**src/rtl/dds_cmd_pkg.sv**
```systemverilog
// Shared constants and state encoding for the DDS command controller.
package dds_cmd_pkg;

  // Frame header byte
  localparam logic [7:0] HDR = 8'h55;

  // Command codes
  localparam logic [7:0] CMD_SET_FWORD = 8'h01;
  localparam logic [7:0] CMD_SET_PWORD = 8'h02;
  localparam logic [7:0] CMD_SET_MODE  = 8'h03;
  localparam logic [7:0] CMD_APPLY     = 8'h04;

  // Response codes
  localparam logic [7:0] RESP_OK     = 8'hAA;
  localparam logic [7:0] RESP_CSUM   = 8'hEE;
  localparam logic [7:0] RESP_BADCMD = 8'hEC;
  localparam logic [7:0] RESP_TMO    = 8'hE7;

  // Frame parser states
  typedef enum logic [1:0] {
    StIdle,
    StCmd,
    StData,
    StCsum
  } state_e;

endpackage

```
**src/rtl/dds_cmd_ctrl.sv**
```systemverilog
// Byte-stream command controller: parses 7-byte frames, stages values in
// shadow registers and commits them to the DDS inputs atomically on APPLY.
module dds_cmd_ctrl
  import dds_cmd_pkg::*;
#(
  parameter int unsigned TIMEOUT_CYCLES = 50000,
  parameter logic [31:0] FWORD_RST      = 32'h00A00000,
  parameter logic [11:0] PWORD_RST      = 12'h000,
  parameter logic [1:0]  MODE_RST       = 2'b00
) (
  input  logic        Clk,
  input  logic        Reset_n,
  input  logic [7:0]  rx_data,
  input  logic        rx_done,
  output logic [1:0]  Mode_Sel,
  output logic [31:0] Fword,
  output logic [11:0] Pword,
  output logic        cfg_update,
  output logic        resp_valid,
  output logic [7:0]  resp_code
);

  localparam int unsigned TW = (TIMEOUT_CYCLES > 1) ? $clog2(TIMEOUT_CYCLES) : 1;
  localparam logic [TW-1:0] TMO_LAST = TW'(TIMEOUT_CYCLES - 1);

  state_e        state_q, state_d;
  logic [1:0]    byte_cnt_q, byte_cnt_d;
  logic [TW-1:0] tmo_cnt_q, tmo_cnt_d;
  logic [7:0]    csum_q, csum_d;
  logic [7:0]    cmd_q, cmd_d;
  logic [31:0]   data_q, data_d;
  logic [31:0]   shadow_f_q, shadow_f_d;
  logic [11:0]   shadow_p_q, shadow_p_d;
  logic [1:0]    shadow_m_q, shadow_m_d;
  logic [31:0]   active_f_q, active_f_d;
  logic [11:0]   active_p_q, active_p_d;
  logic [1:0]    active_m_q, active_m_d;
  logic          cfg_update_q, cfg_update_d;
  logic          resp_valid_q, resp_valid_d;
  logic [7:0]    resp_code_q, resp_code_d;
  logic          timeout;

  // Next-state logic: frame parsing, execution, response and inter-byte timeout
  always_comb begin
    state_d      = state_q;
    byte_cnt_d   = byte_cnt_q;
    tmo_cnt_d    = tmo_cnt_q;
    csum_d       = csum_q;
    cmd_d        = cmd_q;
    data_d       = data_q;
    shadow_f_d   = shadow_f_q;
    shadow_p_d   = shadow_p_q;
    shadow_m_d   = shadow_m_q;
    active_f_d   = active_f_q;
    active_p_d   = active_p_q;
    active_m_d   = active_m_q;
    cfg_update_d = 1'b0;
    resp_valid_d = 1'b0;
    resp_code_d  = resp_code_q;
    timeout      = 1'b0;

    // A byte arriving on the expiry cycle wins over the timeout
    if (state_q == StIdle || rx_done) begin
      tmo_cnt_d = '0;
    end else if (tmo_cnt_q == TMO_LAST) begin
      tmo_cnt_d = '0;
      timeout   = 1'b1;
    end else begin
      tmo_cnt_d = tmo_cnt_q + TW'(1);
    end

    case (state_q)
      StIdle: begin
        if (rx_done && rx_data == HDR) state_d = StCmd;
      end
      StCmd: begin
        if (rx_done) begin
          cmd_d      = rx_data;
          csum_d     = rx_data;
          byte_cnt_d = 2'd0;
          state_d    = StData;
        end
      end
      StData: begin
        if (rx_done) begin
          data_d     = {data_q[23:0], rx_data};
          csum_d     = csum_q ^ rx_data;
          byte_cnt_d = byte_cnt_q + 2'd1;
          if (byte_cnt_q == 2'd3) state_d = StCsum;
        end
      end
      StCsum: begin
        if (rx_done) begin
          state_d      = StIdle;
          resp_valid_d = 1'b1;
          if (rx_data != csum_q) begin
            resp_code_d = RESP_CSUM;
          end else begin
            resp_code_d = RESP_OK;
            case (cmd_q)
              CMD_SET_FWORD: shadow_f_d = data_q;
              CMD_SET_PWORD: shadow_p_d = data_q[11:0];
              CMD_SET_MODE:  shadow_m_d = data_q[1:0];
              CMD_APPLY: begin
                active_f_d   = shadow_f_q;
                active_p_d   = shadow_p_q;
                active_m_d   = shadow_m_q;
                cfg_update_d = 1'b1;
              end
              default:       resp_code_d = RESP_BADCMD;
            endcase
          end
        end
      end
      default: state_d = StIdle;
    endcase

    if (timeout) begin
      state_d      = StIdle;
      resp_valid_d = 1'b1;
      resp_code_d  = RESP_TMO;
    end
  end

  // State and datapath registers with synchronous active-low reset
  always_ff @(posedge Clk) begin
    if (!Reset_n) begin
      state_q      <= StIdle;
      byte_cnt_q   <= '0;
      tmo_cnt_q    <= '0;
      csum_q       <= '0;
      cmd_q        <= '0;
      data_q       <= '0;
      shadow_f_q   <= FWORD_RST;
      shadow_p_q   <= PWORD_RST;
      shadow_m_q   <= MODE_RST;
      active_f_q   <= FWORD_RST;
      active_p_q   <= PWORD_RST;
      active_m_q   <= MODE_RST;
      cfg_update_q <= 1'b0;
      resp_valid_q <= 1'b0;
      resp_code_q  <= 8'h00;
    end else begin
      state_q      <= state_d;
      byte_cnt_q   <= byte_cnt_d;
      tmo_cnt_q    <= tmo_cnt_d;
      csum_q       <= csum_d;
      cmd_q        <= cmd_d;
      data_q       <= data_d;
      shadow_f_q   <= shadow_f_d;
      shadow_p_q   <= shadow_p_d;
      shadow_m_q   <= shadow_m_d;
      active_f_q   <= active_f_d;
      active_p_q   <= active_p_d;
      active_m_q   <= active_m_d;
      cfg_update_q <= cfg_update_d;
      resp_valid_q <= resp_valid_d;
      resp_code_q  <= resp_code_d;
    end
  end

  assign Fword      = active_f_q;
  assign Pword      = active_p_q;
  assign Mode_Sel   = active_m_q;
  assign cfg_update = cfg_update_q;
  assign resp_valid = resp_valid_q;
  assign resp_code  = resp_code_q;

endmodule
```
**config.mk**
```make
export PLATFORM = sky130hd
export DESIGN_NAME = dds_cmd_ctrl
export DESIGN_NICKNAME = d
export VERILOG_FILES = /design/src/rtl/dds_cmd_pkg.sv /design/src/rtl/dds_cmd_ctrl.sv
export SDC_FILE = /design/constraint.sdc
export NUM_CORES = 1
export LEC_CHECK = 0
export ABC_CLOCK_PERIOD_IN_PS = 2600
export CAP_MARGIN = 20
export CORE_MARGIN = 5
export CORE_UTILIZATION = 56
export CTS_BUF_LIST = sky130_fd_sc_hd__clkbuf_16
export DETAILED_ROUTE_END_ITERATION = 8
export PLACE_DENSITY = 0.9
export SYNTH_ARGS = -nofsm -noshare
export SYNTH_HDL_FRONTEND = slang
export SYNTH_SLANG_ARGS = --single-unit
export TNS_END_PERCENT = 20
```
**constraint.sdc**
```tcl
create_clock -name Clk -period 2.6 [get_ports Clk]
set_input_delay 0.52 -clock Clk [delete_from_list [all_inputs] [get_ports Clk]]
set_output_delay 0.52 -clock Clk [all_outputs]
set_load 0.03 [all_outputs]
```
=== Word-level counts from Yosys, hierarchy flattened ===
Cells that the tools add are included.
Widths: inputs -> output; s select.

* $add $sub $neg: 2
* Eq/ne operators: 16
* Reduce and logical (&&, ||, !) cells: 20
* Bitwise logic cells: 5
* Muxes and demuxes: 22

{| class="wikitable"
|+ Operator list
! operator !! number
|-
| $mux 8 || 5
|-
| $add 16x1->16 const B || 1
|-
| $eq 16x16->1 const B || 1
|-
| $eq 8x2->1 const B || 2
|-
| $pmux 8 s2 || 1
|-
| $reduce_and 4->1 || 4
|-
| $mux 7 || 2
|-
| $mux 2 || 6
|-
| $eq 8x1->1 const B || 1
|-
| $eq 8x3->1 const B || 1
|-
| $eq 8x7->1 const B || 1
|-
| $ne 2x2->1 const B || 4
|-
| $ne 8x8->1 || 1
|-
| $pmux 2 s4 || 1
|-
| $reduce_and 2->1 || 4
|-
| $reduce_or 4->1 || 2
|-
| $xor 8x8->8 || 1
|-
| $eq 2x2->1 const B || 3
|-
| $mux 1 || 6
|-
| $reduce_bool 2->1 || 3
|-
| $reduce_and 5->1 || 1
|-
| $not 1->1 || 4
|-
| $pmux 2 s2 || 1
|-
| $reduce_and 3->1 || 1
|-
| other kinds (8) || 8
|}

* Bits of input ports: 11
* Register bits: 170
* Word-level logic and storage cells: 81
* Output and inout port bits: 56

=== Longest topological paths before layout ===
Gate-level depths: netlist (run 1).

* Depth after elaboration: 7
* Depth in mapped cells: 8
* Gate-level depth less buffers: 6

=== Worst setup path before layout (run 1) ===
OpenSTA, ideal clock, no wires.

* Kind: input-to-reg
* From: input rx_data[0]
* To: register shadow_p_q[10]
* Data required time: 2.474 ns
* Stages: 5
* Arrival: 1.696 ns
* Library setup time: 0.126 ns
* Slack: 0.778 ns
* Cell sequence: xor2_1 nor3_1 nand4_1 buf_2 mux2i_1

* Longest elaborated chain between the ends: 3

{| class="wikitable"
|+ RTL lines
! item !! line !! RTL
|-
| start, declared || dds_cmd_ctrl.sv:13 || <nowiki>input logic [7:0] rx_data,</nowiki>
|-
| $ne 8x8->1 || dds_cmd_ctrl.sv:96 || <nowiki>if (rx_data != csum_q) begin</nowiki>
|-
| $not 1->1 (no source line) || - ||
|-
| $reduce_and 4->1 (no source line) || - ||
|-
| end signal, assigned || dds_cmd_ctrl.sv:151 || <nowiki>shadow_p_q <= shadow_p_d;</nowiki>
|-
| end, declared || dds_cmd_ctrl.sv:33 || <nowiki>logic [11:0] shadow_p_q, shadow_p_d;</nowiki>
|}

Every way passes these cells.
A chain may end at the register's enable or synchronous reset.

==> metrics.txt, run 1 <==
Max Cap Viol 0; post-synth top area share 0.511; Num Clock Sinks roughly 170; CP top delay family buffers and inverters; Worst Setup End Kind output port; CTS root buffer clkbuf_16; die span in x around 120 µm; Yosys cell types 45; Worst Skew 0.00522 ns; worst path cell trace clkdlybuf4s50_1; unrepaired setup endpoints after global routing no; flops & latches, synth between 150 and 200; latest clock arrival within the worst-skew pair approximately 0.42 ns; post-CTS setup buffers 0; post-synthesis sequential area ratio 0.511; Worst slew margin 0.590; Hold Crit Start Reset_n; die height 118 µm; Most used DFF post-synth dfxtp_1; Reg2Reg Depth 6; clock transition at the registers of the reported paths 0.06 ns; syn nets 733; worst vdd ir around 430 µV; largest net degree at the start of global routing around 120; gr ovfl total 0; Critical Path Max Stage Delay around 0.7 ns; WP data arrival between 1.5 and 2 ns; Slew @ Worst Pin approximately 0.61 ns; Mapped Cells ~720; Final Cycle Share 0.782; largest area contributor in the netlist dfxtp_1; I/O Pins 67; WS Path Type register to output port; Slew Viols, Final 0; flop-to-flop setup slack 0.58 ns; first-pass GRT wire length 24000 µm; nets between 700 and 800; DRC viols 0; drt total wl approximately 14000 µm; vias per inst 5.53; Post-synth ARST share 0; DP HPWL around 9500 µm; initial antenna violation count 0; synth cell count leaders 216 x nand2_1, 167 x dfxtp_1, 93 x mux2i_1; end of the worst hold path resp_code[5]$_SDFFE_PN0P_; gp weighted congestion 0.815; total power 5.33 mW; CP Launch Type register; n_diodes 0; Via Count just over 5k; Synth area leaders dfxtp_1 51%, mux2i_1 14%, nand2_1 12%; hold buffers post-CTS 0; Tmin final 2.03 ns; RR Startpoint state_q[1]$_SDFFE_PP0P_; Hold Path Class input port to register; max frequency approximately 500 MHz; pwr/cell area ~680 nW/µm²; Setup violations, final 0; P&R area growth vs syn 20.2%; cell depth of the worst min-delay path 2; row cnt 39; Port Buffers 65; DR WL/cell between 15 and 20 µm; crit path max fanout 3; top-count cell post-synth nand2_1; vias in the first global route 5177; CTS Buf Count 17; Pleak about 3.3 nW; initial core utilization 0.573; number of synthesized flops with an enable pin 0; # H-tree levels 4; number of nets with antenna violations after routing 0; post-cts resize count 0; drt first pass iters 6; Die ar. ~14000 µm²; DRT iter0 DRCs roughly 330; Ys Warns 0; Placeable Area between 10000 and 15000 µm²; buffer depth of the longest clock path 2; # fillers 850; WP data required ~2.1 ns; setup_tns 0 ns; Mapped Avg Cell Area approximately 9.2 µm²; CTS tree done; outcome complete, no violations; Buf/Inv on CP 1; global-route total usage across every layer 0.206; Hold Fails Final Rpt 0; layout cell share with drive strength beyond 1 0.0666; area of the mapped netlist between 6000 and 7000 µm²; R2R Path End Fword[30]$_SDFFE_PN0P_; Worst path slowest cell clkdlybuf4s50_1
## cells in the final DEF, fill, tap and decap left out, types with 2 or more instances in the layout
master	Yosys	routed
nand4_1	9	9
nand2_1	216	216
nor2_1	26	26
nor3b_1	3	3
clkinv_2	0	4
buf_12	0	3
nand3b_1	2	2
clkinvlp_4	0	2
and4_1	3	3
bufinv_16	0	2
xnor2_1	3	3
clkinv_4	0	2
nor4bb_1	3	3
o221a_2	2	2
and2_1	3	3
buf_4	3	14
and3_1	2	2
dfxtp_1	167	167
clkinv_1	1	5
mux2i_1	93	93
and3b_1	2	2
inv_1	3	3
xor2_1	18	18
o21ai_0	2	2
a21oi_1	55	55
or3_1	3	3
clkbuf_16	0	17
o22ai_1	8	8
nand3_1	9	9
o311ai_0	2	2
ha_1	7	7
nor3_1	10	10
clkdlybuf4s50_1	0	64
## sequential cells by signal (all words and copies together) (netlist names)
register    count
shadow_m_q      2
resp_code       5
shadow_p_q     12
byte_cnt_q      2
cfg_update      1
data_q         32
Fword          32
resp_valid      1
tmo_cnt_q      16
state_q         2
cmd_q           8
shadow_f_q     32
Mode_Sel        2
csum_q          8
Pword          12
## metal layers
| metal | vias up | GRT usage | share of wire |
|---|---|---|---|
| met4 | 0 | 0.0961 | 0.028 |
| met2 | 139 | 0.359 | 0.50 |
| met3 | 37 | 0.0567 | 0.051 |
| met5 | - | 0 | 0 |
| li1 | 2517 | - | - |
| met1 | 2415 | 0.233 | 0.42 |
## report_power, final
group	switching [mW]	leakage (nW)	internal, mW
sequential	0.0335	1.34	2.59
combinational	0.200	1.69	0.118
clock	1.00	0.273	1.40
total	1.23	3.31	4.10
## area by class of cell
cell class                 count  area [µm²]  area share
clock buffer                  17         425      0.0541
clock inverter                15         136      0.0173
inverter                       4        15.0     0.00191
multi-input combinational    497        2960       0.377
sequential                   167        3340       0.425
tap                          143         179      0.0227
timing repair buffer          81         806       0.102
## how the worst max path moves through the flow
stage,end,cells past startpoint,slack (ns),from
after floorplan,shadow_p_q[10]$_SDFFE_PN0P_,5,0.78,rx_data[0]
after global placement,Fword[19]$_SDFFE_PN0P_,6,0.24,rx_data[6]
after detailed placement,Fword[15]$_SDFFE_PN0P_,6,0.18,rx_data[5]
after CTS,resp_code[2],1,0.53,resp_code[6]$_SDFFE_PN0P_
after global routing,Fword[30]$_SDFFE_PN0P_,6,0.46,state_q[1]$_SDFFE_PP0P_
final,resp_code[2],1,0.57,resp_code[6]$_SDFFE_PN0P_
## per-stage QoR
stage	instance area [µm²]	hold WS, ns	std cells	utilization	setup WS, ns
global placement	7310	0.436	892	0.640	0.236
floorplan	6550	0.426	715	-	0.778
finish	7870	0.391	924	0.689	0.566
global route	7870	0.387	924	0.689	0.457
detailed placement	7310	0.449	892	0.640	0.177
CTS	7870	0.381	924	0.689	0.535
## logic make-up after synthesis
family          after synthesis  synth area share
fa+ha+maj                     7            0.0134
flops                       167             0.511
simple gates                300             0.203
compound gates               74            0.0639
xor+xnor                     21            0.0281
mux                          94             0.144
other cells                   1          0.000573
buf+inv                      51            0.0365
No activity file was read; power rests on OpenSTA's default activity.
==> run 2, diff against run 1 <==
Settings changed: ABC_CLOCK_PERIOD_IN_PS 2600 to 1950.
Clock period 2.6 ns to 1.95 ns, I/O delays scaled along.
==> metrics.txt, run 2 (synthesized netlist as in run 1, its figures left out) <==
Worst Skew 0.0101 ns (+0.00484 ns); Worst Setup End Kind register; pwr/cell area 898 nW/µm² (+32%); Hold Path Class input port to register; CTS root buffer clkbuf_16; WP data required 2.25 ns (+0.17 ns); WS Path Type input port to register; Post-DP Area 7430 µm² (+1.6%); number of nets with antenna violations after routing 0 (unchanged); vias per inst 5.63 (+1.9%); Tmin final roughly 1.9 ns; Num Clock Sinks 167 (unchanged); initial antenna violation count 1 (+1); row cnt 39 (unchanged); Worst path slowest cell clkdlybuf4s50_1; P&R area growth vs syn 22.9%; CTS Buf Count 17 (unchanged); Buf/Inv on CP 4 (+3); nets 802 (+2.0%); Cell Count, Final, Fillers Out 937 (+1.4%); Final Cycle Share 0.990; Via Count 5279 (+3.3%); worst vdd ir 553 µV (+29%); R2R Path End Fword[0]$_SDFFE_PN0P_; Pleak 3.40 nW (+2.9%); buffer depth of the longest clock path 2 (unchanged); Hold Crit Start Reset_n; DP HPWL 9640 µm (+1.4%); Critical Path Max Stage Delay 0.44 ns (-0.26 ns); hold buffers post-CTS 0 (unchanged); I/O Pins 67 (unchanged); commonest non-fill, non-tap cells in the layout 216 x nand2_1, 165 x dfxtp_1, 92 x mux2i_1, 64 x clkdlybuf4s50_1, 55 x a21oi_1; outcome complete, no violations; worst path cell trace clkdlybuf4s50_1 > xor2_1 > nor4_2 > buf_4 > nand4_1 > buf_4 > buf_8 > mux2i_1; Setup violations, final 0 (unchanged); cell depth of the worst min-delay path 2 (unchanged); WP data arrival 2.23 ns (+0.72 ns); # H-tree levels 4 (unchanged); Slew @ Worst Pin 0.524 ns (-0.0909 ns); DR WL/cell 16.1 µm (+3.7%); Final Cell Area 8050 µm² (+2.3%); drt first pass iters 5 (-1); Worst slew margin 0.648 (+0.0576); first-pass GRT wire length 24300 µm (+1.2%); latest clock arrival within the worst-skew pair 0.43 ns (about the same); Placeable Area 11400 µm² (unchanged); Most common cell on crit path buf_4; max frequency between 500 and 600 MHz; gp weighted congestion 0.846 (+3.8%); Die ar. 14000 µm² (unchanged); Port Buffers 65 (unchanged); DRT iter0 DRCs 411 (+26%); commonest non-fill, non-tap cell in the layout nand2_1; largest net degree at the start of global routing 47 (-61%); DRC viols 0 (unchanged); total power 7.23 mW (+36%); CP Launch Type input port; clock transition at the registers of the reported paths 0.06 ns (about the same); flop-to-flop setup slack 0.04 ns (-0.54 ns); RR Startpoint cmd_q[7]$_SDFFE_PN0P_; drt total wl 15100 µm (+5.1%); n_diodes 0 (unchanged); Slew Viols, Final 0 (unchanged); end of the worst hold path resp_code[5]$_SDFFE_PN0P_; die height 118 µm (unchanged); Min Hold Slack 0.341 ns (-0.0499 ns); layout cell share with drive strength beyond 1 0.0856 (+0.0191); cell count after placement 903 (+1.2%); initial core utilization 0.573 (unchanged); # fillers 804 (-5.4%); gr ovfl total 0 (unchanged); Max Cap Viol 0 (unchanged); crit path max fanout 23 (+20); Reg2Reg Depth 6 (unchanged); Core Util, Final 0.705 (+0.0157); vias in the first global route 5295 (+2.3%); Hold Fails Final Rpt 0 (unchanged); die span in x 118 µm (unchanged); CP top delay family buffers and inverters; global-route total usage across every layer 0.209 (+0.00334); CTS tree done
run 2: timing repair:
| action | 4_1_cts | 5_1_grt |
|---|---|---|
| buffers inserted | 0 | 4 |
| endpoints found under the setup margin | 0 | 45 |
| gates resized for setup | 0 | 5 |
run 2: worst max-delay path by stage:
| stage | start | to | slack, ns | cells after the start |
|---|---|---|---|---|
| 4_1_cts | cmd_q[4]$_SDFFE_PN0P_ | Pword[6]$_SDFFE_PN0P_ | 0.01 | 5 |
| 2_1_floorplan | state_q[1]$_SDFFE_PP0P_ | shadow_p_q[10]$_SDFFE_PN0P_ | 0.15 | 6 |
| 5_1_grt | rx_data[5] | Fword[25]$_SDFFE_PN0P_ | -0.03 | 8 |
| 3_5_place_dp | rx_data[1] | Fword[15]$_SDFFE_PN0P_ | -0.25 | 6 |
| 3_3_place_gp | rx_data[1] | Fword[17]$_SDFFE_PN0P_ | -0.19 | 6 |
| 6_report | rx_data[5] | Fword[0]$_SDFFE_PN0P_ | 0.02 | 8 |
run 2: power by group:
group	leakage [nW]	total, mW	internal [mW]	switching (mW)
registers	1.35	3.50	3.45	0.0469
clock network	0.274	3.26	1.97	1.29
logic	1.78	0.474	0.195	0.279
run 2: final cells by class:
cell class | instances | area, µm² | share of cell area
sequential | 167 | 3350 | 0.416
timing repair buffer | 97 | 976 | 0.121
clock inverter | 12 | 139 | 0.0173
inverter | 4 | 15.0 | 0.00187
tap | 143 | 179 | 0.0222
multi-input combinational | 497 | 2970 | 0.369
clock buffer | 17 | 425 | 0.0529
run 2: metal layers:
metal,up-vias,global-route usage,part of all wire
li1,2538,-,-
met1,2513,0.241,0.41
met2,186,0.362,0.50
met3,40,0.0572,0.059
met4,2,0.0925,0.024
met5,-,0,0.00080
run 2: per-stage QoR:
stage	worst slack, ns	TNS, ns
floorplan	0.151	0
detailed placement	-0.252	-17.76
global route	-0.0284	-0.394
global placement	-0.189	-12.95
CTS	0.0129	0
finish	0.0198	0
